--- src/rtl/global_output_drain_ctrl.sv ---
// -----------------------------------------------------------------------------
// global_output_drain_ctrl
//
// Drains one polynomial at a time from the read port of the output poly FIFO
// and streams it out as 2-line beats over a valid/ready interface.
//
// A poly occupies 2**ADDR_WIDTH RAM lines. Each read fetches the line pair
// (2k, 2k+1) through the two RAM ports, so a poly is BEATS = 2**(ADDR_WIDTH-1)
// beats. Read data arrives one cycle after the address and lands in a 2-entry
// output buffer whose head register drives m_data directly.
//
// Ports
//   clk, rstn            clock, asynchronous active-low reset
//   auto_drain, start    drain trigger: automatic when FIFO non-empty, or a
//                        one-cycle start request
//   fifo_empty           output poly FIFO empty flag
//   fifo_rd_finish       low while a poly is being read; its one-cycle high
//                        pulse after a read advances the FIFO read pointer
//   fifo_addrA/B         line read addresses (0 when no read is issued)
//   fifo_dA/dB           line read data, valid one cycle after the address
//   m_data/m_valid/
//   m_ready/m_last       output beat stream, {line 2k+1, line 2k}
//   busy                 not idle
//   poly_done            one-cycle pulse when a poly has been fully delivered
//   poly_cnt             polys delivered since reset (wrapping)
// -----------------------------------------------------------------------------
`ifndef BIT_WIDTH
`define BIT_WIDTH 8
`endif
`ifndef LINE_SIZE
`define LINE_SIZE 4
`endif
`ifndef ADDR_WIDTH
`define ADDR_WIDTH 4
`endif

module global_output_drain_ctrl #(
  parameter int DATA_WIDTH = `BIT_WIDTH * `LINE_SIZE,
  parameter int ADDR_WIDTH = `ADDR_WIDTH,
  parameter int CNT_WIDTH  = 16
) (
  input  logic                    clk,
  input  logic                    rstn,
  input  logic                    auto_drain,
  input  logic                    start,
  input  logic                    fifo_empty,
  output logic                    fifo_rd_finish,
  output logic [ADDR_WIDTH-1:0]   fifo_addrA,
  output logic [ADDR_WIDTH-1:0]   fifo_addrB,
  input  logic [DATA_WIDTH-1:0]   fifo_dA,
  input  logic [DATA_WIDTH-1:0]   fifo_dB,
  output logic [2*DATA_WIDTH-1:0] m_data,
  output logic                    m_valid,
  input  logic                    m_ready,
  output logic                    m_last,
  output logic                    busy,
  output logic                    poly_done,
  output logic [CNT_WIDTH-1:0]    poly_cnt
);

  localparam int BW = ADDR_WIDTH - 1;

  typedef enum logic [1:0] {
    S_IDLE   = 2'd0,
    S_READ   = 2'd1,
    S_DRAIN  = 2'd2,
    S_FINISH = 2'd3
  } state_t;

  state_t                  state_q, state_d;
  logic                    run_q, run_d;
  logic [BW-1:0]           iss_cnt_q, iss_cnt_d;
  logic [BW-1:0]           beat_cnt_q, beat_cnt_d;
  logic                    infl_q, infl_d;
  logic                    sec_vld_q, sec_vld_d;
  logic [2*DATA_WIDTH-1:0] sec_data_q, sec_data_d;
  logic                    m_valid_q, m_valid_d;
  logic [2*DATA_WIDTH-1:0] m_data_q, m_data_d;
  logic                    m_last_q, m_last_d;
  logic                    rd_finish_q, rd_finish_d;
  logic                    busy_q, busy_d;
  logic                    poly_done_q, poly_done_d;
  logic [CNT_WIDTH-1:0]    poly_cnt_q, poly_cnt_d;

  logic [1:0]              occ;
  logic                    pop;
  logic                    issue;

  // Buffer occupancy is head + second entry. A read issued now lands in the
  // buffer at the end of the next cycle, so it is safe whenever everything
  // already committed (buffered + in flight) minus this cycle's pop leaves a
  // free slot. With m_ready held high this settles at one issue per cycle.
  assign occ   = {1'b0, m_valid_q} + {1'b0, sec_vld_q};
  assign pop   = m_valid_q & m_ready;
  assign issue = (state_q == S_READ) &&
                 (({1'b0, occ} + {2'b0, infl_q}) < (3'd2 + {2'b0, pop}));

  // Addresses are decoded from the issue counter in the issuing cycle so the
  // 1-cycle RAM latency lines up with a single in-flight slot.
  assign fifo_addrA = issue ? {iss_cnt_q, 1'b0} : '0;
  assign fifo_addrB = issue ? {iss_cnt_q, 1'b1} : '0;

  assign fifo_rd_finish = rd_finish_q;
  assign m_data         = m_data_q;
  assign m_valid        = m_valid_q;
  assign m_last         = m_last_q;
  assign busy           = busy_q;
  assign poly_done      = poly_done_q;
  assign poly_cnt       = poly_cnt_q;

  always_comb begin
    state_d     = state_q;
    run_d       = 1'b1;
    iss_cnt_d   = iss_cnt_q;
    beat_cnt_d  = beat_cnt_q + {{(BW-1){1'b0}}, pop};
    infl_d      = issue;
    sec_vld_d   = sec_vld_q;
    sec_data_d  = sec_data_q;
    m_valid_d   = m_valid_q;
    m_data_d    = m_data_q;

    unique case (state_q)
      S_IDLE: begin
        // run_q gates the first transition until reset release has been
        // seen on a clock edge.
        if (run_q && !fifo_empty && (auto_drain || start)) begin
          state_d    = S_READ;
          iss_cnt_d  = '0;
          beat_cnt_d = '0;
        end
      end
      S_READ: begin
        if (issue) begin
          iss_cnt_d = iss_cnt_q + 1'b1;
          if (&iss_cnt_q) state_d = S_DRAIN;
        end
      end
      S_DRAIN: begin
        if (occ == 2'd0 && !infl_q) state_d = S_FINISH;
      end
      S_FINISH: begin
        state_d = S_IDLE;
      end
      default: state_d = S_IDLE;
    endcase

    // Pop shifts the second entry into the head; arriving data fills the
    // head if it is free, otherwise the second entry.
    if (pop) begin
      m_valid_d = sec_vld_q;
      m_data_d  = sec_data_q;
      sec_vld_d = 1'b0;
    end
    if (infl_q) begin
      if (!m_valid_d) begin
        m_valid_d = 1'b1;
        m_data_d  = {fifo_dB, fifo_dA};
      end else begin
        sec_vld_d  = 1'b1;
        sec_data_d = {fifo_dB, fifo_dA};
      end
    end

    // The head beat's index within the poly equals the beats already popped.
    m_last_d    = m_valid_d && (&beat_cnt_d);

    busy_d      = (state_d != S_IDLE);
    rd_finish_d = (state_d == S_IDLE) || (state_d == S_FINISH);
    poly_done_d = (state_d == S_FINISH);
    poly_cnt_d  = poly_cnt_q + {{(CNT_WIDTH-1){1'b0}}, (state_d == S_FINISH)};
  end

  always_ff @(posedge clk or negedge rstn) begin
    if (!rstn) begin
      state_q     <= S_IDLE;
      run_q       <= 1'b0;
      iss_cnt_q   <= '0;
      beat_cnt_q  <= '0;
      infl_q      <= 1'b0;
      sec_vld_q   <= 1'b0;
      sec_data_q  <= '0;
      m_valid_q   <= 1'b0;
      m_data_q    <= '0;
      m_last_q    <= 1'b0;
      rd_finish_q <= 1'b1;
      busy_q      <= 1'b0;
      poly_done_q <= 1'b0;
      poly_cnt_q  <= '0;
    end else begin
      state_q     <= state_d;
      run_q       <= run_d;
      iss_cnt_q   <= iss_cnt_d;
      beat_cnt_q  <= beat_cnt_d;
      infl_q      <= infl_d;
      sec_vld_q   <= sec_vld_d;
      sec_data_q  <= sec_data_d;
      m_valid_q   <= m_valid_d;
      m_data_q    <= m_data_d;
      m_last_q    <= m_last_d;
      rd_finish_q <= rd_finish_d;
      busy_q      <= busy_d;
      poly_done_q <= poly_done_d;
      poly_cnt_q  <= poly_cnt_d;
    end
  end

endmodule

--- config.mk ---
export PLATFORM = sky130hd
export DESIGN_NAME = global_output_drain_ctrl
export DESIGN_NICKNAME = d
export VERILOG_FILES = /design/src/rtl/global_output_drain_ctrl.sv
export SDC_FILE = /design/constraint.sdc
export NUM_CORES = 1
export LEC_CHECK = 0
export BUFFER_PORTS_ARGS = -buffer_cell sky130_fd_sc_hd__buf_2
export CORE_UTILIZATION = 45
export DETAILED_ROUTE_END_ITERATION = 7
export PLACE_DENSITY = 0.66
export RECOVER_POWER = 25
export SLEW_MARGIN = 0
export SYNTH_ARGS = -nofsm -noshare
export SYNTH_HDL_FRONTEND = slang
export SYNTH_SLANG_ARGS = --single-unit
--- constraint.sdc ---
create_clock -name clk -period 4.9 [get_ports clk]
set_input_delay 0.98 -clock clk [delete_from_list [all_inputs] [get_ports clk]]
set_output_delay 0.98 -clock clk [all_outputs]
set_load 0.1 [all_outputs]
==> results.yml, run 1 <==
hold_path:
  holdPathEnd: "poly_cnt[15]"
  hold_class: "reg2reg"
  worstHoldStart: "poly_cnt[15]"
  hold_depth: 1
route:
  vias_per_cell: 5.03
  drtAntennaViolNets: 0
  route.detailed.wl_per_inst_um: 15.6
  drt_wl_total_um: 14000
  met2_length_um: 6660
  drt_iter0_drc: 208
  dr.max_layer_used: "met4"
  drcViolationCount: 0
  wl_met1_um: 6480
  via_count: 4526
  met3_length_um: 613
  dr.pass1.iters: 5
yosys:
  synth_top_area_share_pct: 56.7
  ys_seq_elements: 160
  synth_cells: 545
  syn_nets: 628
  yosys-top-cells-area: "dfrtp_1 57%, mux2_4 10%, mux2i_1 9.3%"
  ys_async_sr_fraction_pct: 100
  yosys.area.top_type: "dfrtp_1"
  yosysWarnings: 0
  syn_avg_cell_area_um2: 12.9
  yosysSeqAreaShare_pct: 57.1
  synth_cell_types: 37
  synth_common_cells: "159 x dfrtp_1, 77 x nand2_1, 66 x o21ai_0"
  yosysMostFrequentCell: "dfrtp_1"
  synth_edf_count: 0
  syn-cell-area_um2: 7020
  synth-main-ff-cell: "dfrtp_1"
cts:
  numCtsBuffers: 17
  post-cts-setup-buffers: 0
  insertion_delay_ps: 420
  cts_root_buffer: "clkbuf_16"
  cts_hold_buf: 0
  clkSinkCount: 160
  clk_pin_slew_ps: 60
  cts_buffer_depth: 2
  cts_tree: "built"
  ctsResizeCount: 0
  htreeDepth: 4
setup_path:
  r2r_setup_slack_ps: 1660
  startpoint_type: "register"
  startpoint: "m_valid"
  critical_path_arrival_ps: 2820
  endpoint_kind: "output pin"
  cp_max_fo: 9
  cp.required_ps: 3920
  reg2regPathDepth: 12
  r2r_start: "m_valid"
  crit_type: "reg2out"
  r2r_end: "poly_cnt[15]"
grt:
  antenna_found_initial: 1
  overflow: 0
  grt_start_max_net_pins: 129
  grt_pass1_vias: 4547
  grt_use_total_pct: 18.3
  grt_first_pass_wirelength_um: 23000
finish:
  num-nets-final: 780
  multiInputGateArea_um2: 2790
  regArea_um2: 4010
  n_fill_cell: 1302
  syn_to_final_growth_pct: 20.7
  drive_above_1_share_pct: 37.9
outcome:
  status: "finished, violations left"
  violations: "max-capacitance violations, max-slew violations"
job:
  cap_violations: 1
placement:
  gp_congestion: 0.738
  numPortBuffers: 161
  dp_hpwl_um: 9370
floorplanning:
  core_area_um2: 15200
  fp-row-count: 45
  die_h_um: 127
  initial_core_util_pct: 46.2
  die_width_um: 127
  ioPinCount: 163
  die_area_um2: 16100
timing:
  slew_violations: 94
  max_slew.worst_pin.slew_ps: 2290
  setup_violations: 0
  maxSlewHeadroom_pct: -52.6
  finalClockSkew_ps: 5.07
  rsz0062_at_grt: "false"
  fin_crit_ps: 3800
  setup_tns_ps: 0
  max_freq_mhz: 263
  hold_violations: 0
  fin_crit_sh_pct: 77.5
[placed cells by master (no fill, tap or decap), types with 4 or more instances in the layout]
master	synthesis	final
mux2i_1	65	65
ha_1	12	12
and3_1	4	4
mux2_4	49	49
nand3_1	5	5
nor2_1	4	4
nand4_1	4	4
buf_2	9	159
clkinvlp_4	0	4
mux2_2	15	15
o21ai_0	66	66
dfrtp_1	159	159
and2_1	5	5
nand2_1	77	75
inv_1	5	5
clkbuf_16	0	17
buf_4	13	5
xnor2_1	13	13
[worst max-delay path by stage]
stage | slack (ps) | end | cells after the start
6_report | 1100 | fifo_addrA[3] | 7
5_1_grt | 940 | fifo_addrB[2] | 7
4_1_cts | 1080 | fifo_addrA[3] | 7
3_5_place_dp | 1550 | fifo_addrA[3] | 7
3_3_place_gp | 1640 | fifo_addrB[3] | 5
2_1_floorplan | 480 | fifo_addrB[2] | 6
[cells by family (layout without fill, tap and decap cells)]
| logic type | count (synthesis) | count (layout) | share of synthesized area (%) |
|---|---|---|---|
| buffers and inverters | 39 | 204 | 3.58 |
| AO/OA/AOI/OAI | 75 | 75 | 5.49 |
| flip-flops | 160 | 160 | 57.1 |
| adder cells (fa/ha/maj) | 13 | 13 | 2.42 |
| XOR/XNOR | 16 | 16 | 2.00 |
| multiplexers | 129 | 129 | 22.2 |
| AND/OR/NAND/NOR | 111 | 111 | 7.18 |
| other | 2 | 3 | 0.107 |
[worst max-delay path: stages, from the launching register on]
cell     delay (ps)
dfrtp_1         530
inv_2           110
ha_1            310
ha_1            180
ha_1            210
nor3_2          420
and2_1          210
buf_2           420
[per-layer routing]
metal,track usage (%),vias up
met5,0,-
met4,7.98,0
met3,4.34,22
met2,29.3,115
met1,23.9,2223
li1,-,2166
[cell type report]
cell class,instances,area share (%)
Antenna cell,1,0.0295
Clock buffer,21,5.55
Clock inverter,11,1.24
Multi-Input combinational cell,346,32.9
Inverter,6,0.266
Timing Repair Buffer,166,9.94
Tap cell,188,2.78
Sequential cell,160,47.3
[metrics by stage]
| step | instance area [um2] | worst slack [ps] | hold WS [ps] | std cells | utilization (%) |
|---|---|---|---|---|---|
| detailed placement | 7900 | 1550 | 473 | 866 | 52.0 |
| floorplan | 7020 | 478 | 469 | 545 | - |
| finish | 8470 | 1100 | 482 | 899 | 55.7 |
| global route | 8470 | 942 | 489 | 898 | 55.7 |
| CTS | 8480 | 1080 | 484 | 898 | 55.8 |
| global placement | 7900 | 1640 | 465 | 866 | 52.0 |
[sequential cells by signal, indices dropped and copies added, names as in the netlist]
register	count
beat_cnt_q	3
poly_done	1
poly_cnt	16
fifo_rd_finish	1
infl_q	1
sec_vld_q	1
m_last	1
m_valid	1
busy	1
run_q	1
state_q	2
m_data	64
iss_cnt_q	3
sec_data_q	64
Power of run 1 is not shown: default switching activity piles up to over one toggle a cycle in this logic, so the estimate is an artifact.
==> run 2: changes to the inputs <==
--- a/config.mk
+++ b/config.mk
@@ -8,7 +8,7 @@
 export BUFFER_PORTS_ARGS = -buffer_cell sky130_fd_sc_hd__buf_2
 export CORE_UTILIZATION = 45
 export DETAILED_ROUTE_END_ITERATION = 7
-export PLACE_DENSITY = 0.66
+export PLACE_DENSITY = 0.68
 export RECOVER_POWER = 25
 export SLEW_MARGIN = 0
 export SYNTH_ARGS = -nofsm -noshare
==> constraint.sdc (replaced) <==
create_clock -name clk -period 3.24 [get_ports clk]
set_input_delay 0.648 -clock clk [delete_from_list [all_inputs] [get_ports clk]]
set_output_delay 0.648 -clock clk [all_outputs]
set_load 0.1 [all_outputs]
==> results.yml, run 2 (same netlist as run 1, synthesis figures left out) <==
setup_path:
  startpoint_type: "register"
  cp_max_fo: 6
  critical_path_arrival_ps: 2440
  r2r_start: "m_valid"
  crit_type: "reg2out"
  endpoint_kind: "output pin"
  cp.required_ps: 2590
  startpoint: "m_valid"
placement:
  placed_area_um2: 8070
  dp_hpwl_um: 9960
  numPortBuffers: 161
  dp_slack_ps: 163
  gp_congestion: 0.764
  dpl.cell_count: 872
finish:
  finish.cell_count_without_fillers: 905
  drive_above_1_share_pct: 39.2
  final_common_cell: "dfrtp_1"
  n_fill_cell: 1301
  syn_to_final_growth_pct: 23.3
  final_design_area_no_fill_um2: 8650
  layout_common_cells: "158 x dfrtp_1, 153 x buf_2, 75 x nand2_1"
  num-nets-final: 786
grt:
  grt_first_pass_wirelength_um: 24400
  use_met1_pct: 24.1
  antenna_found_initial: 0
  overflow: 0
  top_usage_layer: "met2"
  grt_use_total_pct: 19.6
  gr-usage-met2_pct: 32.4
  grt_start_max_net_pins: 77
  grt_pass1_vias: 4886
  met3_usage_pct: 4.72
cts:
  clk_pin_slew_ps: 60
  insertion_delay_ps: 420
  clkSinkCount: 160
  htreeDepth: 4
  cts_buffer_depth: 2
  numCtsBuffers: 17
  cts_tree: "built"
  cts_hold_buf: 0
  post-cts-setup-buffers: 0
  ctsResizeCount: 0
  cts_root_buffer: "clkbuf_16"
hold_path:
  hold_class: "in2reg"
  worstHoldStart: "fifo_dB[20]"
timing:
  setup_tns_ps: 0
  fin_crit_sh_pct: 95.2
  fin_ws_ps: 154
  maxSlewHeadroom_pct: -25.9
  max_freq_mhz: 324
  hold_violations: 0
  max_slew.worst_pin.slew_ps: 1890
  rsz0062_at_grt: "false"
  finalClockSkew_ps: 8.27
  slew_violations: 77
  setup_violations: 0
  fin_crit_ps: 3090
floorplanning:
  die_h_um: 127
  core_area_um2: 15200
  ioPinCount: 163
  initial_core_util_pct: 46.2
  fp-row-count: 45
  die_width_um: 127
  die_area_um2: 16100
job:
  cap_violations: 1
route:
  vias_per_cell: 5.11
  drt_wl_total_um: 14800
  dr.pass1.iters: 4
  via_count: 4625
  route.detailed.wl_per_inst_um: 16.3
  drt_iter0_drc: 159
  drcViolationCount: 0
  drtAntennaViolNets: 0
outcome:
  status: "finished, violations left"
  violations: "max-capacitance violations, max-slew violations"
run 2: changes by cell type in the layout (fill, tap and decap cells not counted), sizes merged:
cell      change
clkinv        -3
clkinvlp      +3
clkbuf        +2
buf           +4
run 2: area by class of cell:
type	instances	area, um2	area share [%]
multi-input combinational	346	2800	32.3
timing repair buffer	172	1000	11.6
clock buffer	21	480	5.55
sequential	160	4010	46.3
tap	188	235	2.72
clock inverter	11	105	1.21
antenna	1	2.50	0.0289
inverter	6	22.5	0.260
run 2: final timing paths:
path,endpoint,slack (ps),depth (start not counted)
setup / recovery,fifo_addrA[1],150,7
setup reg to reg,poly_cnt[7],180,13
hold / removal,m_data[52],450,3
hold reg to reg,poly_cnt[8],490,1
min in group asynchronous,sec_data_q[34],720,1
max in group asynchronous,m_data[3],1050,2
run 2: worst max-delay path: stages (launching register included):
cell,delay (ps)
dfrtp_4,530
inv_2,110
ha_1,240
ha_1,180
ha_1,200
nor3_2,330
and2_4,240
buf_12,170
run 2: metrics by stage:
step,hold slack (ps),utilization [%]
2_1_floorplan,352,-
3_3_place_gp,473,53.1
3_5_place_dp,482,53.1
4_1_cts,267,57.0
5_1_grt,443,56.9
6_report,446,56.9
run 2: routing by layer:
metal,part of all wire (%),vias to the layer above
li1,-,2185
met4,2.5,0
met3,3.9,26
met2,50,103
met1,44,2311
met5,0,-
Power of run 2 is left out for the same reason.
==> run 3: changes to the inputs <==
--- a/config.mk
+++ b/config.mk
@@ -6,9 +6,11 @@
 export NUM_CORES = 1
 export LEC_CHECK = 0
 export BUFFER_PORTS_ARGS = -buffer_cell sky130_fd_sc_hd__buf_2
+export CAP_MARGIN = 20
 export CORE_UTILIZATION = 45
 export DETAILED_ROUTE_END_ITERATION = 7
-export PLACE_DENSITY = 0.68
+export MAX_ROUTING_LAYER = met4
+export PLACE_DENSITY = 0.71
 export RECOVER_POWER = 25
 export SLEW_MARGIN = 0
 export SYNTH_ARGS = -nofsm -noshare
==> results.yml, run 3 (same netlist as run 1, synthesis figures left out) <==
timing:
  finalClockSkew_ps: 9.79
  setup_tns_ps: 0
  maxSlewHeadroom_pct: -20.0
  fin_crit_sh_pct: 94.9
  fin_crit_ps: 3070
  setup_violations: 0
  slew_violations: 74
  rsz0062_at_grt: "false"
  hold_violations: 0
  max_freq_mhz: 325
  fin_ws_ps: 166
  max_slew.worst_pin.slew_ps: 1800
placement:
  numPortBuffers: 161
  gp_congestion: 0.768
  dp_hpwl_um: 9790
  dp_slack_ps: 71.4
  dpl.cell_count: 870
  placed_area_um2: 8070
cts:
  numCtsBuffers: 17
  clk_pin_slew_ps: 60
  cts_root_buffer: "clkbuf_16"
  cts_hold_buf: 0
  cts_buffer_depth: 2
  clkSinkCount: 160
  insertion_delay_ps: 420
  htreeDepth: 4
  cts_tree: "built"
grt:
  antenna_found_initial: 0
  grt_pass1_vias: 4756
  grt_use_total_pct: 19.8
  overflow: 0
  grt_first_pass_wirelength_um: 24100
  grt_start_max_net_pins: 83
floorplanning:
  initial_core_util_pct: 46.2
  core_area_um2: 15200
  die_width_um: 127
  ioPinCount: 163
  die_h_um: 127
  fp-row-count: 45
  die_area_um2: 16100
finish:
  diodes: 0
  syn_to_final_growth_pct: 23.2
  finish.cell_count_without_fillers: 902
  layout_common_cells: "157 x dfrtp_1, 153 x buf_2, 75 x nand2_1"
  num-nets-final: 784
  final_design_area_no_fill_um2: 8640
  n_fill_cell: 1283
  final_common_cell: "dfrtp_1"
  drive_above_1_share_pct: 39.5
route:
  via_count: 4615
  drcViolationCount: 0
  drtAntennaViolNets: 0
  route.detailed.wl_per_inst_um: 16.1
  drt_iter0_drc: 227
  drt_wl_total_um: 14500
  dr.pass1.iters: 5
  vias_per_cell: 5.12
setup_path:
  slowest_stage: "dfrtp_4"
  r2r_start: "m_valid"
  path_delay_family: "adder cells"
  reg2regPathDepth: 13
  endpoint_kind: "output pin"
  cp_cell_sequence: "inv_2 -> ha_1 -> ha_1 -> ha_1 -> nor3_2 -> and2_4 -> buf_12"
  cp_max_fo: 6
  r2r_end: "poly_cnt[7]"
  startpoint_type: "register"
  critPathMaxStageDelay_ps: 530
  timing.critical_path.buf_inv: 2
  worst_path_most_repeated_cell: "ha_1"
  cp.required_ps: 2590
  r2r_setup_slack_ps: 170
  critical_path_arrival_ps: 2430
  crit_type: "reg2out"
hold_path:
  hold_depth: 3
  worstHoldStart: "fifo_dB[17]"
  hold_class: "in2reg"
  holdPathEnd: "m_data[49]"
outcome:
  status: "finished, violations left"
  violations: "max-capacitance violations, max-slew violations"
job:
  cap_violations: 1
## run 3: changes by cell type in the layout (fill, tap and decap cells not counted), moves of 2 or more
| cell | before | now |
|---|---|---|
| clkbuf_8 | 4 | 0 |
| clkinvlp_4 | 7 | 3 |
| inv_6 | 2 | 5 |
| clkinv_2 | 1 | 3 |
| clkinv_4 | 0 | 2 |
## run 3: worst max-delay path by stage
| stage | start | end | cells past startpoint |
|---|---|---|---|
| after floorplan | m_valid | fifo_addrB[1] | 7 |
| after global placement | m_valid | poly_cnt[7] | 13 |
| after detailed placement | infl_q | poly_cnt[7] | 12 |
| after CTS | infl_q | poly_cnt[7] | 12 |
| after global routing | infl_q | poly_cnt[7] | 12 |
| final | m_valid | fifo_addrB[2] | 7 |
## run 3: per-layer routing
metal | wire length (um) | part of all wire (%) | vias to the layer above | track usage [%]
met5 | 0 | 0 | - | -
met4 | 248 | 1.7 | 0 | 7.35
met3 | 365 | 2.5 | 19 | 3.88
met2 | 7370 | 51 | 101 | 32.2
met1 | 6500 | 45 | 2321 | 24.6
li1 | - | - | 2174 | -
## run 3: area by class of cell
type,count,area (um2),share of cell area [%]
Clock inverter,15,159,1.84
Tap cell,188,235,2.72
Multi-Input combinational cell,346,2800,32.4
Sequential cell,160,4010,46.4
Clock buffer,17,425,4.92
Timing Repair Buffer,170,991,11.5
Inverter,6,22.5,0.261
## run 3: tightest hold or removal path, delay by kind of cell
family                 cells  cell delay, ps
AOI/OAI and AO/OA          1              60
buffers and inverters      1              90
and+or+nand+nor            1              40
## run 3: stage by stage
| step | hold slack, ps | utilization (%) |
|---|---|---|
| after floorplan | 352 | - |
| after global placement | 458 | 53.1 |
| after detailed placement | 476 | 53.1 |
| after CTS | 255 | 56.9 |
| after global routing | 432 | 56.9 |
| final | 448 | 56.9 |
## run 3: what timing repair did
action                     CTS  global route
setup endpoints to repair    0            18
resized for setup            0             5
setup buffers                0             0
Power of run 3 is left out for the same reason.
